$ cat config.mk
export PLATFORM = sky130hd
export DESIGN_NAME = blk_ocp_client
export DESIGN_NICKNAME = d
export VERILOG_FILES = /design/src/rtl/blk_ocp_client_pkg.sv /design/src/rtl/blk_addr_fifo.sv /design/src/rtl/blk_ocp_client.sv
export SDC_FILE = /design/constraint.sdc
export NUM_CORES = 1
export LEC_CHECK = 0
export BUFFER_PORTS_ARGS = -buffer_cell sky130_fd_sc_hd__buf_2
export CAP_MARGIN = 10
export CORE_MARGIN = 2
export CORE_UTILIZATION = 55
export CTS_CLUSTER_DIAMETER = 150
export DETAILED_ROUTE_END_ITERATION = 8
export PLACE_DENSITY = 0.81
export SLEW_MARGIN = 40
export SYNTH_ARGS = -nofsm -noshare
export SYNTH_HDL_FRONTEND = slang
export SYNTH_SLANG_ARGS = --single-unit
$ cat constraint.sdc
create_clock -name clk -period 2.1 [get_ports clk]
set_clock_uncertainty 0.05 [all_clocks]
set_input_delay 0.105 -clock clk [delete_from_list [all_inputs] [get_ports clk]]
set_output_delay 0.105 -clock clk [all_outputs]
set_load 0.01 [all_outputs]
$ cat src/rtl/blk_ocp_client_pkg.sv
// Shared definitions for the block OCP client: request FSM encoding and
// the default block address width used by the memory manager.
package blk_ocp_client_pkg;

  localparam int DEF_AWIDTH = 10;

  // Request FSM: IDLE has no request outstanding, WAIT holds ocp_req high
  // until the manager's grant strobe arrives.
  typedef enum logic {
    IDLE = 1'b0,
    WAIT = 1'b1
  } req_state_t;

endpackage

$ cat src/rtl/blk_addr_fifo.sv
// First-word-fall-through FIFO of block addresses with an occupancy count.
// DEPTH must be a power of two so the pointers wrap naturally.
// Pushes while full and pops while empty are ignored.
module blk_addr_fifo #(
  parameter int WIDTH = 10,
  parameter int DEPTH = 4
) (
  input  logic                     clk,
  input  logic                     rst_n,
  input  logic                     push,
  input  logic [WIDTH-1:0]         push_data,
  input  logic                     pop,
  output logic [WIDTH-1:0]         head,
  output logic [$clog2(DEPTH):0]   count
);

  localparam int PTR_W = $clog2(DEPTH);
  localparam int CNT_W = PTR_W + 1;
  localparam logic [CNT_W-1:0] FULL_CNT = CNT_W'(DEPTH);

  logic [WIDTH-1:0] mem [DEPTH];
  logic [PTR_W-1:0] wr_ptr;
  logic [PTR_W-1:0] rd_ptr;
  logic [CNT_W-1:0] cnt;
  logic             wr_en;
  logic             rd_en;

  // Qualify the requests against the current occupancy.
  always_comb begin
    wr_en = push && (cnt != FULL_CNT);
    rd_en = pop && (cnt != '0);
  end

  // Pointers and count; a simultaneous push and pop leaves the count alone.
  always_ff @(posedge clk or negedge rst_n) begin
    if (!rst_n) begin
      wr_ptr <= '0;
      rd_ptr <= '0;
      cnt    <= '0;
    end else begin
      if (wr_en) wr_ptr <= wr_ptr + 1'b1;
      if (rd_en) rd_ptr <= rd_ptr + 1'b1;
      case ({wr_en, rd_en})
        2'b10:   cnt <= cnt + 1'b1;
        2'b01:   cnt <= cnt - 1'b1;
        default: cnt <= cnt;
      endcase
    end
  end

  // Storage needs no reset: entries are only visible once counted.
  always_ff @(posedge clk) begin
    if (wr_en) mem[wr_ptr] <= push_data;
  end

  // Head entry falls through to the output.
  always_comb begin
    head  = mem[rd_ptr];
    count = cnt;
  end

endmodule

$ cat src/rtl/blk_ocp_client.sv
// Block OCP client: prefetches free blocks from the memory manager one grant
// at a time into a FWFT FIFO for the write path, and queues returned blocks
// from the read path, releasing one per cycle back to the manager.
// Optional statistics counters are built when BLK_CLIENT_STAT_EN is defined.
//
// Handshakes: alloc_* and rel_* transfer a word on every rising edge where
// the valid and ready of that pair are both 1; valid is never conditioned
// on ready. ocp_vld and rls_vld are one-cycle strobes with no backpressure.
module blk_ocp_client
  import blk_ocp_client_pkg::*;
#(
  parameter int AWIDTH   = DEF_AWIDTH,
  parameter int PF_DEPTH = 4,
  parameter int RQ_DEPTH = 4
) (
  input  logic                      clk,
  input  logic                      rst_n,
  output logic                      ocp_req,
  input  logic                      ocp_vld,
  input  logic [AWIDTH-1:0]         ocp_block_addr,
  input  logic                      mgr_full,
  output logic                      rls_vld,
  output logic [AWIDTH-1:0]         rls_block_addr,
  output logic                      alloc_vld,
  input  logic                      alloc_rdy,
  output logic [AWIDTH-1:0]         alloc_addr,
  input  logic                      rel_vld,
  output logic                      rel_rdy,
  input  logic [AWIDTH-1:0]         rel_addr,
  output logic [$clog2(PF_DEPTH):0] pf_count,
`ifdef BLK_CLIENT_STAT_EN
  output logic [31:0]               stat_grant_cnt,
  output logic [31:0]               stat_rls_cnt,
`endif
  output req_state_t                dbg_state
);

  localparam int PF_CW = $clog2(PF_DEPTH) + 1;
  localparam int RQ_CW = $clog2(RQ_DEPTH) + 1;
  localparam logic [PF_CW-1:0] PF_FULL = PF_CW'(PF_DEPTH);
  localparam logic [RQ_CW-1:0] RQ_FULL = RQ_CW'(RQ_DEPTH);

  req_state_t        state;
  req_state_t        state_nxt;
  logic              pf_push;
  logic              pf_pop;
  logic [PF_CW-1:0]  pf_cnt;
  logic [AWIDTH-1:0] pf_head;
  logic              rq_push;
  logic              rq_pop;
  logic [RQ_CW-1:0]  rq_cnt;
  logic [AWIDTH-1:0] rq_head;

  // Handshake qualification for both FIFOs.
  always_comb begin
    pf_push   = ocp_vld && (pf_cnt != PF_FULL);
    alloc_vld = (pf_cnt != '0);
    pf_pop    = alloc_vld && alloc_rdy;
    rel_rdy   = (rq_cnt != RQ_FULL);
    rq_push   = rel_vld && rel_rdy;
    rq_pop    = (rq_cnt != '0);
  end

  blk_addr_fifo #(
    .WIDTH (AWIDTH),
    .DEPTH (PF_DEPTH)
  ) u_pf_fifo (
    .clk       (clk),
    .rst_n     (rst_n),
    .push      (pf_push),
    .push_data (ocp_block_addr),
    .pop       (pf_pop),
    .head      (pf_head),
    .count     (pf_cnt)
  );

  blk_addr_fifo #(
    .WIDTH (AWIDTH),
    .DEPTH (RQ_DEPTH)
  ) u_rq_fifo (
    .clk       (clk),
    .rst_n     (rst_n),
    .push      (rq_push),
    .push_data (rel_addr),
    .pop       (rq_pop),
    .head      (rq_head),
    .count     (rq_cnt)
  );

  // Request FSM state register.
  always_ff @(posedge clk or negedge rst_n) begin
    if (!rst_n) state <= IDLE;
    else        state <= state_nxt;
  end

  // Next state. Grants only arrive in WAIT, so from IDLE there are no
  // pending pushes and the occupancy alone decides whether room remains.
  // mgr_full is only looked at before requesting; once in WAIT the request
  // is held until the grant.
  always_comb begin
    state_nxt = state;
    unique case (state)
      IDLE: if (!mgr_full && (pf_cnt < PF_FULL)) state_nxt = WAIT;
      WAIT: if (ocp_vld) state_nxt = IDLE;
      default: state_nxt = IDLE;
    endcase
  end

  // Outputs decoded straight from the state flop, so ocp_req is glitch-free.
  always_comb begin
    ocp_req    = (state == WAIT);
    dbg_state  = state;
    alloc_addr = pf_head;
    pf_count   = pf_cnt;
  end

  // Release drain: one entry per cycle, strobed to the manager a cycle later.
  always_ff @(posedge clk or negedge rst_n) begin
    if (!rst_n) begin
      rls_vld        <= 1'b0;
      rls_block_addr <= '0;
    end else begin
      rls_vld <= rq_pop;
      if (rq_pop) rls_block_addr <= rq_head;
    end
  end

`ifdef BLK_CLIENT_STAT_EN
  // Free-running grant and release pulse counters, wrapping at 2^32.
  always_ff @(posedge clk or negedge rst_n) begin
    if (!rst_n) begin
      stat_grant_cnt <= '0;
      stat_rls_cnt   <= '0;
    end else begin
      if (ocp_vld) stat_grant_cnt <= stat_grant_cnt + 32'd1;
      if (rls_vld) stat_rls_cnt   <= stat_rls_cnt + 32'd1;
    end
  end
`endif

endmodule

# [After elaboration in Yosys (flattened, before gate mapping)]
# Memory sizes are Yosys's and may differ from the RTL's. A register that Yosys moved wholly into a read port is not among the register bits.
# Cells that the tools add are included.
[totals] word_cells=48 regBits=16 ramBits=80 mem_count=2
[classes] bitwise_logic=1 mux=9 order_cmp=1 add_sub_neg=8 eq_ne=6 n_reduce_logical=13
[memory_table] name="u_pf_fifo.mem" words=4 word_bits=10 read_ports=1 rd_clocked_by_memory_dff=0 wr=1 line_no="blk_addr_fifo.sv:21" rtl="logic [WIDTH-1:0] mem [DEPTH];"
[memory_table] name="u_rq_fifo.mem" words=4 word_bits=10 read_ports=1 rd_clocked_by_memory_dff=1 wr=1 line_no="blk_addr_fifo.sv:21"
[ops] operator="$pmux 3 s2" count=2
[ops] operator="$add 2x1->2 const B" count=4
[ops] operator="$logic_and 1x1->1" count=7
[ops] operator="$add 3x1->3 const B" count=2
[ops] operator="$mux 1" count=6
[ops] operator="$ne 3x3->1 const B" count=2
[ops] operator="$reduce_bool 3->1" count=2
[ops] operator="$sub 3x1->3 const B" count=2
[ops] operator="$eq 2x1->1 const B" count=2
[ops] operator="$eq 2x2->1 const B" count=2
[ops] operator="$reduce_bool 2->1" count=2
[ops] operator="$lt 3x3->1 const B" count=1
[ops] operator="$logic_not 1->1" count=2
[ops] operator="$pmux 1 s2" count=1
[ops] operator="$not 1->1" count=1

# [Longest topological paths before layout]
[logic_depth] ltp_word=5 depth_mapped=9 ltp_nobuf=9

# [Cells and area by module]
# A second synthesis with hierarchy kept.
[hier_totals] cells_unflattened=212 hier_area_um2=4265.3
[by_module_without_submodules] module="blk_addr_fifo (u_rq_fifo)" area_each_um2=1896.8 cells_each=89 instances=1
[by_module_without_submodules] module="blk_addr_fifo (u_pf_fifo)" area_each_um2=1870.5 cells_each=88 instances=1
[by_module_without_submodules] module="blk_ocp_client" area_each_um2=498.0 cells_each=35 instances=1

# [Least setup slack after synthesis]
# No wires, ideal clock.
[synth_timing] path_type="register to register" startpoint="reg u_pf_fifo.cnt[0] (netlist: u_pf_fifo.count[0])" endpoint="reg u_pf_fifo.cnt[2] (netlist: u_pf_fifo.count[2])" setup_ns=0.080 period_less_slack_ns=1.854 t_required_ns=1.970 stages_incl_launch_ff=10 slack_ns=0.246 t_arrival_ns=1.724 path_cell_list="dfrtp_1 -> inv_1 -> a31oi_4 -> inv_1 -> ha_1 -> inv_1 -> fa_1 -> xor2_1 -> nor2_1 -> xor2_1"
[synth_via] elab_chain_cells=5
[synth_lines] item="start: declaration" line_no="blk_addr_fifo.sv:24" rtl="logic [CNT_W-1:0] cnt;"
[synth_lines] item="start signal: assignment" line_no="blk_addr_fifo.sv:44" rtl="2'b10: cnt <= cnt + 1'b1;"
[synth_lines] item="start signal: assignment" line_no="blk_addr_fifo.sv:45" rtl="2'b01: cnt <= cnt - 1'b1;"
[synth_lines] item="start signal: assignment" line_no="blk_addr_fifo.sv:46" rtl="default: cnt <= cnt;"
[synth_lines] item="$ne 3x3->1 or $reduce_bool 3->1 (tied branches)"
[synth_lines] item="$logic_and 1x1->1, on equally long branches" line_no="blk_ocp_client.sv:56, blk_ocp_client.sv:58"
[synth_lines] item="$logic_and 1x1->1, on equally long branches" line_no="blk_addr_fifo.sv:30, blk_addr_fifo.sv:31"
[synth_lines] item="$eq 2x1->1 or $eq 2x2->1 (tied branches)" line_no="blk_addr_fifo.sv:43" rtl="case ({wr_en, rd_en})"
[synth_lines] item="$pmux 3 s2 or $reduce_bool 2->1 (tied branches)"
# Several ways; a longest one is shown, not always the timed one.
# A chain may end at the register's enable or synchronous reset.

# [Worst setup path after layout]
# Same ends and word-level chain as after synthesis.

==> qor.log <==
[synth] top-area cell type share of the netlist area 0.5733
[status] status completed
[placed_design] Port Buffer Count 53
[setup_path] slowest CP cell sky130_fd_sc_hd__dfrtp_1
[pwr] peak supply drop 0.7676 mV
[synth] number of enable flip-flop cells after synthesis 80
[detailed_routing] vias per cell 5.138
[detailed_routing] violation count after the first detailed-route iteration 113
[timing] setup repair after global routing missed its margin false
[detailed_routing] DRC violations left 0
[global_routing] final global-route overflow total 0
[setup_path] number of logic stages on the critical path including buffering 9
[setup_path] critical register-to-register path startpoint u_pf_fifo.count[0]
[synth] most instantiated library cell after synthesis sky130_fd_sc_hd__edfxtp_1
[timing] final total negative setup slack 0 ps
[setup_path] required time at the endpoint of the critical path 2330 ps
[clocking] clock transition at the registers of the reported paths 90 ps
[synth] leading post-synthesis cells by cell area sky130_fd_sc_hd__edfxtp_1, sky130_fd_sc_hd__dfrtp_1, sky130_fd_sc_hd__mux4_2
[setup_path] kind of start point of the critical path flip-flop
[global_routing] via count of the first global-routing pass 2297
[die] initial standard-cell utilization of the core 0.5716
[pwr] Cell Pwr Density 1300 nW/um2
[finish] Seq. cell area 3053 um2
[clocking] TritonCTS buffer count 9
[detailed_routing] total vias in the final route 2189
[pwr] total power of the final layout 0.006519 W
[finish] summed area of non-filler cells in the final layout 5016 um2
[setup_path] worst setup path category reg2reg
[detailed_routing] Initial DRT Pass Iterations 5
[synth] sequential area share after synthesis 0.7286
[finish] share of the core filled with cells in the final layout 0.6842
[timing] portion of the clock cycle consumed by the worst path in the final layout 0.9181
[setup_path] Cell Chain, Critical Path inv_2 > a31oi_4 > inv_1 > ha_1 > inv_1 > fa_1 > xor2_1 > nor2_1 > xor2_1
[clocking] buffers inserted during post-CTS setup optimization 0
[finish] layout cells sized above 1 0.3150
[synth] Post-Syn Area 4190 um2
[placed_design] pre-CTS setup slack 119.1 ps
[finish] Filler Cells Inserted 478
[timing] crit path time final 1928 ps
[setup_path] arrival time reported for the critical path endpoint 2160 ps
[synth] leading register cell type out of synthesis sky130_fd_sc_hd__edfxtp_1
[clocking] clock latency on the worst-skew pair 360 ps
[timing] Fmax achieved 0.5187 GHz
[synth] flip-flop and latch count after synthesis 106
[min_path] endpoint with the worst hold slack u_pf_fifo.rd_ptr[0]
[placed_design] detailed placement HPWL 4657 um
[clocking] clock tree sinks 106
[die] die width 91.29 um
[finish] # nets final 359
[synth] Mapped Cells 232
[clocking] clock tree from TritonCTS done
[job] max_cap viols 0
[timing] worst setup margin 172.0 ps
[detailed_routing] routed wirelength normalized by instance count 16.17 um
[min_path] Min-Delay Path Class in2reg
[detailed_routing] Post-DRT Antenna Nets 0
[synth] yosys warns 0
[global_routing] maximum number of pins on one net before global-route repair 27
[setup_path] CP max FO 7
[synth] cell taking the most area after synthesis sky130_fd_sc_hd__edfxtp_1
[placed_design] routability congestion estimate from global placement 0.7838
[detailed_routing] total length of routed wires 6887 um
[timing] slew at the pin closest to its max-slew limit 589.6 ps
[synth] post-synthesis async set-or-reset flop share 0.2453
[synth] total nets after synthesis 269
[finish] Layout area overhead 19.71%
[setup_path] cell class contributing the biggest share of worst-path delay adder cells
[finish] footprint of the multi-input gates 1042 um2
[synth] list of most frequent post-synthesis cells sky130_fd_sc_hd__edfxtp_1, sky130_fd_sc_hd__nand2_1, sky130_fd_sc_hd__dfrtp_1, sky130_fd_sc_hd__mux4_2, sky130_fd_sc_hd__inv_1
[finish] count of antenna diodes in the layout 0
[die] ports placed on the boundary 54
[synth] Mapped Avg Cell Area 18.06 um2
[global_routing] GRT Overall Usage 0.1821
[setup_path] critical path buffer and inverter count 3
[setup_path] minimum setup slack among reg-to-reg paths 170 ps
[die] area of the die 8333 um2
[clocking] Bufs on Longest Clock Path 2
[min_path] Min-Delay Startpoint alloc_rdy
[min_path] worst hold path cell count 3
[setup_path] element type at the critical path end flip-flop
[timing] final hold vios 0
[die] vertical die dimension 91.29 um
[die] Core Rows 31
[placed_design] cell area after placement 4601 um2
[setup_path] endpoint of the most critical register-to-register path u_pf_fifo.count[2]
[setup_path] length in cells of the worst reg-to-reg path 9
[timing] relative slew slack 0.6069
[global_routing] antenna violations before repair 0
[pwr] P_leak 1.951 nW
[clocking] H-tree Lvls 3
[global_routing] first-pass GRT wire length 11290 um
[timing] number of pins with negative max-slew slack in the final report 0
[timing] setup violation total in the final timing report 0
[synth] number of library cell types mapped by synthesis 28
[clocking] root buf cell sky130_fd_sc_hd__clkbuf_8
[die] placeable core region 7331 um2
[setup_path] Slowest Stage Delay on Critical Path 440 ps
[worst max-delay path by stage]
stage	end	start
global route	u_pf_fifo.count[2]	u_pf_fifo.count[0]
detailed placement	u_pf_fifo.count[2]	u_pf_fifo.count[0]
finish	u_pf_fifo.count[2]	u_pf_fifo.count[0]
global placement	u_pf_fifo.count[2]	u_pf_fifo.count[0]
CTS	u_pf_fifo.count[2]	u_pf_fifo.count[0]
floorplan	u_pf_fifo.count[2]	u_pf_fifo.count[0]
[metal layers]
metal / up-vias / GRT usage / part of all wire
met4: 0 / 0.08081 / 0.016
met3: 8 / 0.04232 / 0.036
met2: 55 / 0.3154 / 0.54
met5: - / 0 / 0
li1: 1039 / - / -
met1: 1087 / 0.2183 / 0.41
[repair_timing]
action | 4_1_cts | 5_1_grt
endpoints found under the hold margin | 109 | 0
resized for setup | 0 | 2
hold buffers | 24 | 0
endpoints found under the setup margin | 0 | 1
[area by class of cell]
class                   instances  share of cell area
inverters                      13            0.009728
well taps                      99             0.02469
flip-flops and latches        106              0.6086
multi-input cells             106              0.2078
repair buffers                 86              0.1142
clock inverters                 7             0.01023
clock buffers                   9             0.02469
[report_power, final]
| part | switching [W] | internal [W] |
|---|---|---|
| registers | 0.000387 | 0.00286 |
| clock network | 0.000658 | 0.000437 |
| logic | 0.00108 | 0.00110 |
| total | 0.00212 | 0.00440 |
[placed cells by master (no fill, tap or decap), types with 3 or more instances in the layout]
cell type and n:
sky130_fd_sc_hd__xor2_1 3, sky130_fd_sc_hd__buf_4 9, sky130_fd_sc_hd__buf_2 53, sky130_fd_sc_hd__o21ai_0 4, sky130_fd_sc_hd__xnor2_1 6, sky130_fd_sc_hd__ha_1 9
sky130_fd_sc_hd__inv_1 11, sky130_fd_sc_hd__nand2_1 35, sky130_fd_sc_hd__nor2_1 5, sky130_fd_sc_hd__mux4_2 18, sky130_fd_sc_hd__dlygate4sd3_1 24, sky130_fd_sc_hd__edfxtp_1 80
sky130_fd_sc_hd__clkbuf_8 9, sky130_fd_sc_hd__dfrtp_1 26, sky130_fd_sc_hd__and2_1 8
[per-stage QoR]
step	hold WS, ps	std cells
2_1_floorplan	-240.6	232
3_3_place_gp	88.15	386
3_5_place_dp	98.87	386
4_1_cts	79.03	426
5_1_grt	124.8	426
6_report	90.44	426
[cell families (layout without fill, tap and decap cells)]
family,Yosys count,in the layout,synth area share
mux,22,22,0.1147
fa+ha+maj,11,11,0.03643
compound gates,13,13,0.02419
xor+xnor,9,9,0.01881
buf+inv,20,115,0.02269
flops,106,106,0.7286
simple gates,51,51,0.05465
[registers in the layout, indices dropped and copies added (netlist names), 2 cells and up]
name and count:
rls_block_addr 10, u_pf_fifo.count 3, u_pf_fifo.mem 40, u_pf_fifo.rd_ptr 2, u_pf_fifo.wr_ptr 2, u_rq_fifo.count 3, u_rq_fifo.mem 40, u_rq_fifo.rd_ptr 2
u_rq_fifo.wr_ptr 2
[worst reg2reg max path, stage by stage (launching register included)]
cell	delay (ps)
sky130_fd_sc_hd__dfrtp_1	440
sky130_fd_sc_hd__inv_2	110
sky130_fd_sc_hd__a31oi_4	130
sky130_fd_sc_hd__inv_1	80
sky130_fd_sc_hd__ha_1	170
sky130_fd_sc_hd__inv_1	60
sky130_fd_sc_hd__fa_1	380
sky130_fd_sc_hd__xor2_1	150
sky130_fd_sc_hd__nor2_1	120
sky130_fd_sc_hd__xor2_1	160
Note: power is estimated with default switching activity, not from simulation.
